File: src/rtl/aes_pkg.sv
// Shared AES types and GF(2^8) helpers for the round datapath.
// InvMixColumns should move onto this same xtime so both directions share one definition.
package aes_pkg;

   typedef logic [0:127] aes_state_t;
   typedef logic [0:31]  aes_word_t;

   localparam logic [7:0] AES_POLY = 8'h1B;

   typedef enum logic [1:0] {
      IDLE = 2'd0,
      BUSY = 2'd1,
      DONE = 2'd2
   } mcs_state_e;

   function automatic logic [7:0] xtime(input logic [7:0] x);
      return {x[6:0], 1'b0} ^ (x[7] ? AES_POLY : 8'h00);
   endfunction

   function automatic logic [7:0] gmul3(input logic [7:0] x);
      return xtime(x) ^ x;
   endfunction

endpackage

File: src/rtl/mix_column_word.sv
// One MixColumns column: 32-bit word in, 32-bit word out, purely combinational.
// Row 0 occupies the leftmost byte of both words.
module mix_column_word
   import aes_pkg::*;
(
   input  aes_word_t i_word,
   output aes_word_t o_word
);

   logic [7:0] w_a0, w_a1, w_a2, w_a3;
   logic [7:0] w_b0, w_b1, w_b2, w_b3;

   assign w_a0 = i_word[0:7];
   assign w_a1 = i_word[8:15];
   assign w_a2 = i_word[16:23];
   assign w_a3 = i_word[24:31];

   assign w_b0 = xtime(w_a0) ^ gmul3(w_a1) ^ w_a2        ^ w_a3;
   assign w_b1 = w_a0        ^ xtime(w_a1) ^ gmul3(w_a2) ^ w_a3;
   assign w_b2 = w_a0        ^ w_a1        ^ xtime(w_a2) ^ gmul3(w_a3);
   assign w_b3 = gmul3(w_a0) ^ w_a1        ^ w_a2        ^ xtime(w_a3);

   assign o_word = {w_b0, w_b1, w_b2, w_b3};

endmodule

File: src/rtl/mix_columns_seq.sv
// Iterative MixColumns: one column per clock, result valid 4 cycles after accept.
// Holds the result under out_ready=0; in DONE a new state is accepted only as the result leaves.
module mix_columns_seq
   import aes_pkg::*;
(
   input  logic       clk,
   input  logic       rst_n,
   input  logic       in_valid,
   output logic       in_ready,
   input  aes_state_t state_in,
   output logic       out_valid,
   input  logic       out_ready,
   output aes_state_t state_out
);

   mcs_state_e r_state;
   logic [1:0] r_col_idx;
   aes_state_t r_work;
   aes_state_t r_result;
   logic [6:0] w_col_base;
   aes_word_t  w_col_in;
   aes_word_t  w_col_out;

   assign w_col_base = {r_col_idx, 5'b0};
   assign w_col_in   = r_work[w_col_base +: 32];

   mix_column_word u_mix_column_word (
      .i_word (w_col_in),
      .o_word (w_col_out)
   );

   // Readiness comes from the state register; out_ready only matters while a result waits.
   assign in_ready  = (r_state == IDLE) || ((r_state == DONE) && out_ready);
   assign out_valid = (r_state == DONE);
   assign state_out = r_result;

   always_ff @(posedge clk or negedge rst_n) begin
      if (!rst_n) begin
         r_state   <= IDLE;
         r_col_idx <= 2'd0;
         r_work    <= '0;
         r_result  <= '0;
      end else begin
         case (r_state)
            IDLE: begin
               if (in_valid) begin
                  r_work    <= state_in;
                  r_col_idx <= 2'd0;
                  r_state   <= BUSY;
               end
            end
            BUSY: begin
               r_result[w_col_base +: 32] <= w_col_out;
               r_col_idx                  <= r_col_idx + 2'd1;
               if (r_col_idx == 2'd3) begin
                  r_state <= DONE;
               end
            end
            DONE: begin
               if (out_ready) begin
                  if (in_valid) begin
                     r_work    <= state_in;
                     r_col_idx <= 2'd0;
                     r_state   <= BUSY;
                  end else begin
                     r_state <= IDLE;
                  end
               end
            end
            default: r_state <= IDLE;
         endcase
      end
   end

endmodule

File: config.mk
export PLATFORM = sky130hd
export DESIGN_NAME = mix_columns_seq
export DESIGN_NICKNAME = d
export VERILOG_FILES = /design/src/rtl/aes_pkg.sv /design/src/rtl/mix_column_word.sv /design/src/rtl/mix_columns_seq.sv
export SDC_FILE = /design/constraint.sdc
export NUM_CORES = 1
export LEC_CHECK = 0
export BUFFER_PORTS_ARGS = -buffer_cell sky130_fd_sc_hd__buf_2
export CAP_MARGIN = 20
export CORE_MARGIN = 2
export CORE_UTILIZATION = 30
export CTS_CLUSTER_DIAMETER = 200
export DETAILED_ROUTE_END_ITERATION = 8
export SYNTH_ARGS = -nofsm -noshare
export SYNTH_HDL_FRONTEND = slang
export SYNTH_SLANG_ARGS = --single-unit
File: constraint.sdc
create_clock -name clk -period 6 [get_ports clk]
set_input_delay 0.3 -clock clk [delete_from_list [all_inputs] [get_ports clk]]
set_output_delay 0.3 -clock clk [all_outputs]
set_load 0.01 [all_outputs]
==> Word level (Yosys, flattened, before mapping) <==
Index checks and enable logic that the tools add are counted.
{ "totals": {"ff_bits": 260, "in_bits": 132, "word_cells": 60} }
{ "op_classes": {"reduce_logical": 8, "shift": 3, "add_sub_neg": 2, "bitwise_logic": 21, "muxes": 16, "eq_ne": 6} }
{ "op_table": {"columns": ["cell", "count"], "rows": [
  ["two-way mux 128 bit", 2],
  ["one-hot mux 128 bit (2 select lines)", 1],
  ["bitwise XOR 8 bit", 19],
  ["variable shift 129 x 9 -> 128 bit (first input constant)", 1],
  ["indexed part select 128 x 8 -> 129 bit", 1],
  ["indexed part select 129 x 9 -> 128 bit", 1],
  ["bitwise mux 128 bit", 1],
  ["two-way mux 5 bit", 4],
  ["one-hot mux 2 bit (3 select lines)", 2],
  ["two-way mux 2 bit", 5],
  ["negation 8 -> 9 bit", 1],
  ["NOT 7 -> 8 bit", 1],
  ["bitwise XOR 8 x 5 -> 8 bit", 1],
  ["== test 2 bit (second input constant)", 2],
  ["!= test 2 bit (second input constant)", 2],
  ["AND reduction 2 bit", 2],
  ["AND reduction 3 bit", 1],
  ["nonzero test 3 bit", 1],
  ["adder 2 x 1 -> 2 bit (second input constant)", 1],
  ["== test 2 x 1 -> 1 bit (second input constant)", 1],
  ["zero test 2 bit", 1],
  ["!= test 2 x 1 -> 1 bit (second input constant)", 1],
  ["nonzero test 2 bit", 1],
  ["logical AND 1 bit", 1],
  ["2 further kinds", 2]
]} }

==> Longest topological paths before layout <==
Gate-level depths: netlist of run 1.
{ "depth": {"ltp_word": 10, "mapped_depth": 8} }

==> Modules after synthesis <==
From an unflattened synthesis of run 1, not the netlist that was laid out.
{ "hier_totals": {"cells_unflattened": 976, "hier_area_um2": 12129.1} }
{ "by_module_without_submodules": {"columns": ["mod", "cells_per_inst", "n_inst", "area_per_inst_um2"], "rows": [
  ["mix_columns_seq", 895, 1, 10791.6],
  ["mix_column_word", 81, 1, 1337.5]
]} }

==> Worst setup path after synthesis of run 1 <==
Ideal clock, no wire load.
{ "synth_path": {"kind": "register to register", "start": "reg r_col_idx[1]", "end": "reg r_result[100], in the netlist state_out[100]", "path_stages_with_launch": 6, "setup_slack_ns": 3.746, "period_less_slack_ns": 2.254, "setup_time_ns": 0.121, "t_arrival_ns": 2.133, "required_ns": 5.879, "cell_sequence": "dfrtp_1 > buf_6 > mux4_2 > xnor3_1 > xnor3_1 > a22o_1"} }
{ "synth_between": {"elab_chain_cells": 10} }
{ "synth_rtl": {"columns": ["item", "line_no", "text"], "rows": [
  ["start, declared", "mix_columns_seq.sv:17", "logic [1:0] r_col_idx;"],
  ["start signal, assigned", "mix_columns_seq.sv:54", "r_col_idx <= r_col_idx + 2'd1;"],
  ["NOT 7 -> 8 bit (implied by the code) *", "mix_columns_seq.sv:25, mix_columns_seq.sv:53", null],
  ["indexed part select 128 x 8 -> 129 bit", "mix_columns_seq.sv:25", "assign w_col_in = r_work[w_col_base +: 32];"],
  ["two-way mux 5 bit", "aes_pkg.sv:17", "return {x[6:0], 1'b0} ^ (x[7] ? AES_POLY : 8'h00);"],
  ["bitwise XOR 8 bit", "aes_pkg.sv:17", null],
  ["bitwise XOR 8 bit", "aes_pkg.sv:21", "return xtime(x) ^ x;"],
  ["bitwise XOR 8 bit, on equally long branches (3 in series)", "mix_column_word.sv:21, mix_column_word.sv:18", null],
  ["indexed part select 129 x 9 -> 128 bit", "mix_columns_seq.sv:53", "r_result[w_col_base +: 32] <= w_col_out;"],
  ["bitwise mux 128 bit *", "mix_columns_seq.sv:53", null],
  ["end signal, assigned by index", "mix_columns_seq.sv:53", null],
  ["end, declared", "mix_columns_seq.sv:19", "aes_state_t r_result;"]
]} }
Every way passes the cells marked *; elsewhere a longest branch is shown, timed or not.
A chain may end at the register's enable or synchronous reset.

==> Worst setup path in the final report of run 1 <==
{ "layout_path": {"start": "reg r_col_idx[0]", "end": "reg r_result[96], in the netlist state_out[96]"} }
Same word-level chain as after synthesis.

==> results of run 1 <==
timing repair:
| item | in CTS | in global routing |
|---|---|---|
| endpoints found under the setup margin | 0 | 0 |
| hold buffers | 123 | 0 |
| endpoints found under the hold margin | 243 | 0 |
through the flow:
stage                     cells  hold slack, ps  utilization, %
after floorplan             825            4.41               -
after global placement     1558             458            35.4
after detailed placement   1558             465            35.4
after CTS                  1733           0.698            41.3
after global routing       1735            1.61            41.3
final                      1736            16.0            41.3
flip-flops by register name, indices dropped and copies added (netlist names):
name	count
r_work	128
r_col_idx	2
r_state	2
state_out	128
worst register-to-register path, stage by stage, from the launching register on:
cell and delay, ps:
dfrtp_2 780, buf_4 470, mux4_2 700, xnor3_1 270
xor2_1 570, o21ai_0 210
cells in the final DEF (no fill, tap or decap), drive strengths merged:
cell         count
nor3             4
clkbuf          43
a22o             8
o21ai          122
ha               4
o21bai           1
clkinvlp         1
bufinv           2
nand4            4
clkinv           5
o31ai            1
nor2b            3
xor3             4
buf            273
or3              1
xnor2           28
dlygate4sd3    123
mux2           128
xor2             6
xnor3           38
inv              3
nand2b           2
nand2          125
and3b            1
dfrtp          260
mux4            32
diode            3
worst paths after layout:
| kind | endpoint | startpoint | slack [ps] | depth (start not counted) |
|---|---|---|---|---|
| max | state_out[96]$_DFFE_PN0P_ | r_col_idx[0]$_DFFE_PN0P_ | 2840 | 5 |
| min in group asynchronous | r_work[38]$_DFFE_PN0P_ | rst_n | 410 | 2 |
| min | r_work[69]$_DFFE_PN0P_ | state_in[69] | 20 | 2 |
| max reg2reg | state_out[96]$_DFFE_PN0P_ | r_col_idx[0]$_DFFE_PN0P_ | 2840 | 5 |
| max in group asynchronous | r_col_idx[0]$_DFFE_PN0P_ | rst_n | 4260 | 3 |
| min reg2reg | state_out[18]$_DFFE_PN0P_ | state_out[18]$_DFFE_PN0P_ | 470 | 2 |
cell type report:
| cell class | instances | area share [%] |
|---|---|---|
| clock buffers | 43 | 5.63 |
| diodes | 3 | 0.0481 |
| flip-flops and latches | 260 | 41.7 |
| inverters | 2 | 0.0481 |
| multi-input cells | 512 | 30.7 |
| repair buffers | 396 | 17.0 |
| clock inverters | 9 | 0.698 |
| well taps | 511 | 4.10 |
routing by layer:
metal  GRT usage [%]  part of all wire (%)
met1            22.6                    43
met2            28.3                    47
met3            4.18                   6.8
met4            4.47                   2.5
met5               0                 0.067
cells by family after synthesis:
logic type	after synthesis	synth area share, %
flip-flops	260	56.4
multiplexers	160	18.8
AND/OR/NAND/NOR	140	4.86
AO/OA/AOI/OAI	132	6.04
XOR/XNOR	76	11.5
buffers and inverters	53	2.01
adder cells (fa/ha/maj)	4	0.434
==> run summary, run 1 <==
Status: completed
# clock sinks: 260
Initial Utilization: 30.5%
Initial antenna violation count: 4
Global Route Usage Sum: 17.1%
Place WS: 2800 ps
Die area: 0.0400 mm2
Vias in the first global route: 8452
Area growth, synth to finish: 35.3%
Critical path launch point type: flip-flop
Post_cts resized: 0
# H-tree levels: 1
Final GP Congestion: 0.772
CP Max Fanout: 23
Area contributors post-synth: dfrtp_1 56%, mux2_2 13%, xnor3_1 7.4%
DIE WIDTH: 200 um
Slowest cell on crit path: dfrtp_2
Number of library cell types mapped by synthesis: 28
Post-synth EDFFs: 0
DPL Wire Length: 23800 um
Worst hold path class: in2reg
Setup CP Type: reg2reg
Avg WL per Cell: 19.7 um
Die Y: 200 um
Syn avg cell area: 14.0 um2
WP buf/inv: 1
CTS root buffer: clkbuf_16
Overflow after GRT: 0
Core box area: 0.0378 mm2
Mapped Area: 0.0115 mm2
Total Neg Setup Slack: 0 ps
Maximum clock path buffer count: 3
Top-count cell post-synth: dfrtp_1
Async set or reset register ratio after synthesis: 100%
Syn Inst Count: 825
Setup violators final: 0
Boundary pin count: 262
First-pass DRT Iterations: 4
Critical-path cell list: buf_4 > mux4_2 > xnor3_1 > xor2_1 > o21ai_0
Total CTS buffers: 29
Design Area, Final: 0.0156 mm2
Biggest area consumer among synthesized cells: dfrtp_1
Net Count, Synth: 961
Rows: 71
Worst slew pin tran: 957 ps
F_max: 317 MHz
Final Skew: 13.0 ps
Final ANT Viol Nets: 0
Synth top area share: 56.4%
IO Port Bufs: 261
Crit share post-route: 52.6%
Final hold vios: 0
Residual DRC count: 0
Family with the most delay on the worst path: XOR/XNOR gates
Rel. slew slack: 36.2%
Commonest cells post-synth: 260 x dfrtp_1, 128 x mux2_2, 125 x nand2_1, 110 x o21ai_0
First-pass GRT wire length: 51300 um
Crit path time final: 3160 ps
CTS tree: built
Worst Setup End Kind: flip-flop
Via/cell ratio: 4.66
Vias post-DR: 8084
Register area: 0.00651 mm2
Max Cap Viol: 0
Fin worst setup slack: 2840 ps
FF+latch count, synth: 260
Post-CTS Setup Inserts: 0
Clk slew on worst S/H paths: 60 ps
Detailed Route Iter0 Violations: 328
Seq/Total Area, Yosys: 56.4%
Total Nets Final: 1337
Crit path largest cell delay: 780 ps
Pin count of the biggest net entering global routing: 140
Post-DP Area: 0.0134 mm2
Fill count: 3545
Latest clock arrival within the worst-skew pair: 550 ps
RSZ-0062 raised after global routing: no
Top_reg_cell synth: dfrtp_1
Fin. max-slew vios: 0
Yosys warns: 0
Critical Path AT: 3550 ps
DRT Wirelength: 34200 um
Multi-input logic area: 0.00479 mm2
Layout cells sized above 1: 40.3%
Crit path required time: 6390 ps
Power of run 1 is not shown: default switching activity piles up to over one toggle a cycle in this logic, so the estimate is an artifact.
==> run 2, diff against run 1 <==
==> constraint.sdc (replaced) <==
create_clock -name clk -period 3.3 [get_ports clk]
set_input_delay 0.165 -clock clk [delete_from_list [all_inputs] [get_ports clk]]
set_output_delay 0.165 -clock clk [all_outputs]
set_load 0.01 [all_outputs]
==> run summary, run 2 (synthesis results as in run 1) <==
Overflow after GRT: 0 (unchanged)
Core box area: 0.0378 mm2 (unchanged)
Fin. max-slew vios: 0 (unchanged)
Vias post-DR: 8107 (was 8084)
Avg WL per Cell: 19.9 um (was 19.7 um)
Latest clock arrival within the worst-skew pair: 550 ps (about the same)
Critical Path AT: 3200 ps (was 3550 ps)
Initial antenna violation count: 3 (was 4)
Die Y: 200 um (unchanged)
Worst hold path class: in2async (was in2reg)
Worst Setup End Kind: flip-flop (unchanged)
F_max: 358 MHz (was 317 MHz)
Clk slew on worst S/H paths: 60 ps (about the same)
Via/cell ratio: 4.64 (was 4.66)
Initial Utilization: 30.5% (unchanged)
DPL Wire Length: 24600 um (was 23800 um)
Setup violators final: 0 (unchanged)
Status: completed (unchanged)
Reg-to-Reg Start: r_col_idx[0]$_DFFE_PN0P_ (unchanged)
Crit share post-route: 84.8% (was 52.6%)
Rel. slew slack: 49.3% (was 36.2%)
Detailed Route Iter0 Violations: 357 (was 328)
Crit path required time: 3700 ps (was 6390 ps)
CP Max Fanout: 32 (was 23)
Post_cts resized: 0 (unchanged)
Fin worst setup slack: 503 ps (was 2840 ps)
Register area: 0.00651 mm2 (unchanged)
Die area: 0.0400 mm2 (unchanged)
CTS root buffer: clkbuf_16 (unchanged)
First-pass DRT Iterations: 4 (unchanged)
Crit path to: state_out[18]$_DFFE_PN0P_ (was state_out[96]$_DFFE_PN0P_)
Area growth, synth to finish: 36.4% (was 35.3%)
Final Skew: 14.4 ps (was 13.0 ps)
Fill count: 3514 (was 3545)
R2R depth: 5 (unchanged)
DIE WIDTH: 200 um (unchanged)
Rows: 71 (unchanged)
Setup CP Type: reg2reg (unchanged)
Commonest non-fill, non-tap cell in the layout: buf_2 (unchanged)
Crit path time final: 2800 ps (was 3160 ps)
Final hold vios: 0 (unchanged)
CTS tree: built (unchanged)
# H-tree levels: 1 (unchanged)
Total Nets Final: 1348 (was 1337)
Boundary pin count: 262 (unchanged)
Residual DRC count: 0 (unchanged)
IO Port Bufs: 261 (unchanged)
Place WS: 501 ps (was 2800 ps)
Multi-input logic area: 0.00479 mm2 (about the same)
Max Cap Viol: 0 (unchanged)
Total CTS buffers: 29 (unchanged)
Maximum clock path buffer count: 3 (unchanged)
Vias in the first global route: 8628 (was 8452)
Final GP Congestion: 0.789 (was 0.772)
Final ANT Viol Nets: 0 (unchanged)
Worst slew pin tran: 756 ps (was 957 ps)
Global Route Usage Sum: 17.4% (was 17.1%)
Critical path launch point type: flip-flop (unchanged)
Most frequent cells in the layout: 260 x buf_2, 258 x dfrtp_1, 130 x dlygate4sd3_1 (was 260 x buf_2, 258 x dfrtp_1, 128 x mux2_2)
CP startpoint: r_col_idx[0]$_DFFE_PN0P_ (unchanged)
Total Neg Setup Slack: 0 ps (unchanged)
Pin count of the biggest net entering global routing: 89 (was 140)
DRT Wirelength: 34700 um (was 34200 um)
Layout cells sized above 1: 40.4% (was 40.3%)
Reg-to-reg slack, setup: 500 ps (was 2840 ps)
First-pass GRT wire length: 52500 um (was 51300 um)
Worst r2r dst: state_out[18]$_DFFE_PN0P_ (was state_out[96]$_DFFE_PN0P_)
# clock sinks: 260 (unchanged)
RSZ-0062 raised after global routing: no (unchanged)
-- run 2: changes by cell type in the layout (fill, tap and decap cells not counted) --
cell           change
dlygate4sd3_1      +7
clkbuf_8           -6
clkinv_2           +6
buf_12             +4
clkbuf_1           -2
bufinv_16          +1
clkinvlp_4         +1
diode_2            -1
nand2_1            +1
nand2_2            -1
-- run 2: how the worst min path moves through the flow --
| stage | cells past startpoint | from | slack (ps) | endpoint |
|---|---|---|---|---|
| 5_1_grt | 2 | rst_n | 210 | r_work[38]$_DFFE_PN0P_ |
| 2_1_floorplan | 0 | rst_n | -130 | r_col_idx[0]$_DFFE_PN0P_ |
| 6_report | 2 | rst_n | 160 | r_work[38]$_DFFE_PN0P_ |
| 3_5_place_dp | 1 | rst_n | 170 | r_work[102]$_DFFE_PN0P_ |
| 3_3_place_gp | 1 | rst_n | 180 | r_work[38]$_DFFE_PN0P_ |
| 4_1_cts | 2 | rst_n | 190 | r_work[59]$_DFFE_PN0P_ |
-- run 2: final cells by class --
type | instances | area share (%)
Inverter | 2 | 0.0478
Antenna cell | 2 | 0.0318
Tap cell | 511 | 4.07
Multi-Input combinational cell | 512 | 30.5
Clock inverter | 17 | 1.12
Timing Repair Buffer | 407 | 17.8
Clock buffer | 35 | 5.02
Sequential cell | 260 | 41.4
-- run 2: routing by layer --
| metal | part of all wire, % | vias up | global-route usage, % |
|---|---|---|---|
| met5 | 0.020 | - | 0 |
| met4 | 1.9 | 2 | 4.20 |
| met3 | 6.4 | 43 | 3.29 |
| met2 | 48 | 235 | 29.4 |
| met1 | 44 | 4144 | 23.0 |
| li1 | - | 3683 | - |
-- run 2: what timing repair did --
action	4_1_cts	5_1_grt
setup buffers	0	0
endpoints found under the setup margin	0	0
hold buffers	130	0
endpoints found under the hold margin	194	0
-- run 2: stage by stage --
| step | hold slack (ps) | std cells | instance area (um2) | util [%] |
|---|---|---|---|---|
| 2_1_floorplan | -131 | 825 | 11500 | - |
| 3_3_place_gp | 175 | 1562 | 13400 | 35.6 |
| 3_5_place_dp | 173 | 1562 | 13400 | 35.6 |
| 4_1_cts | 187 | 1744 | 15700 | 41.6 |
| 5_1_grt | 213 | 1746 | 15700 | 41.6 |
| 6_report | 159 | 1746 | 15700 | 41.6 |
-- run 2: worst max-delay path: stages, from the launching register on --
cell     delay [ps]
dfrtp_2         470
buf_12          310
mux4_2          630
xnor3_1         410
xnor2_1         610
o21ai_0         190
Power of run 2 is left out for the same reason.
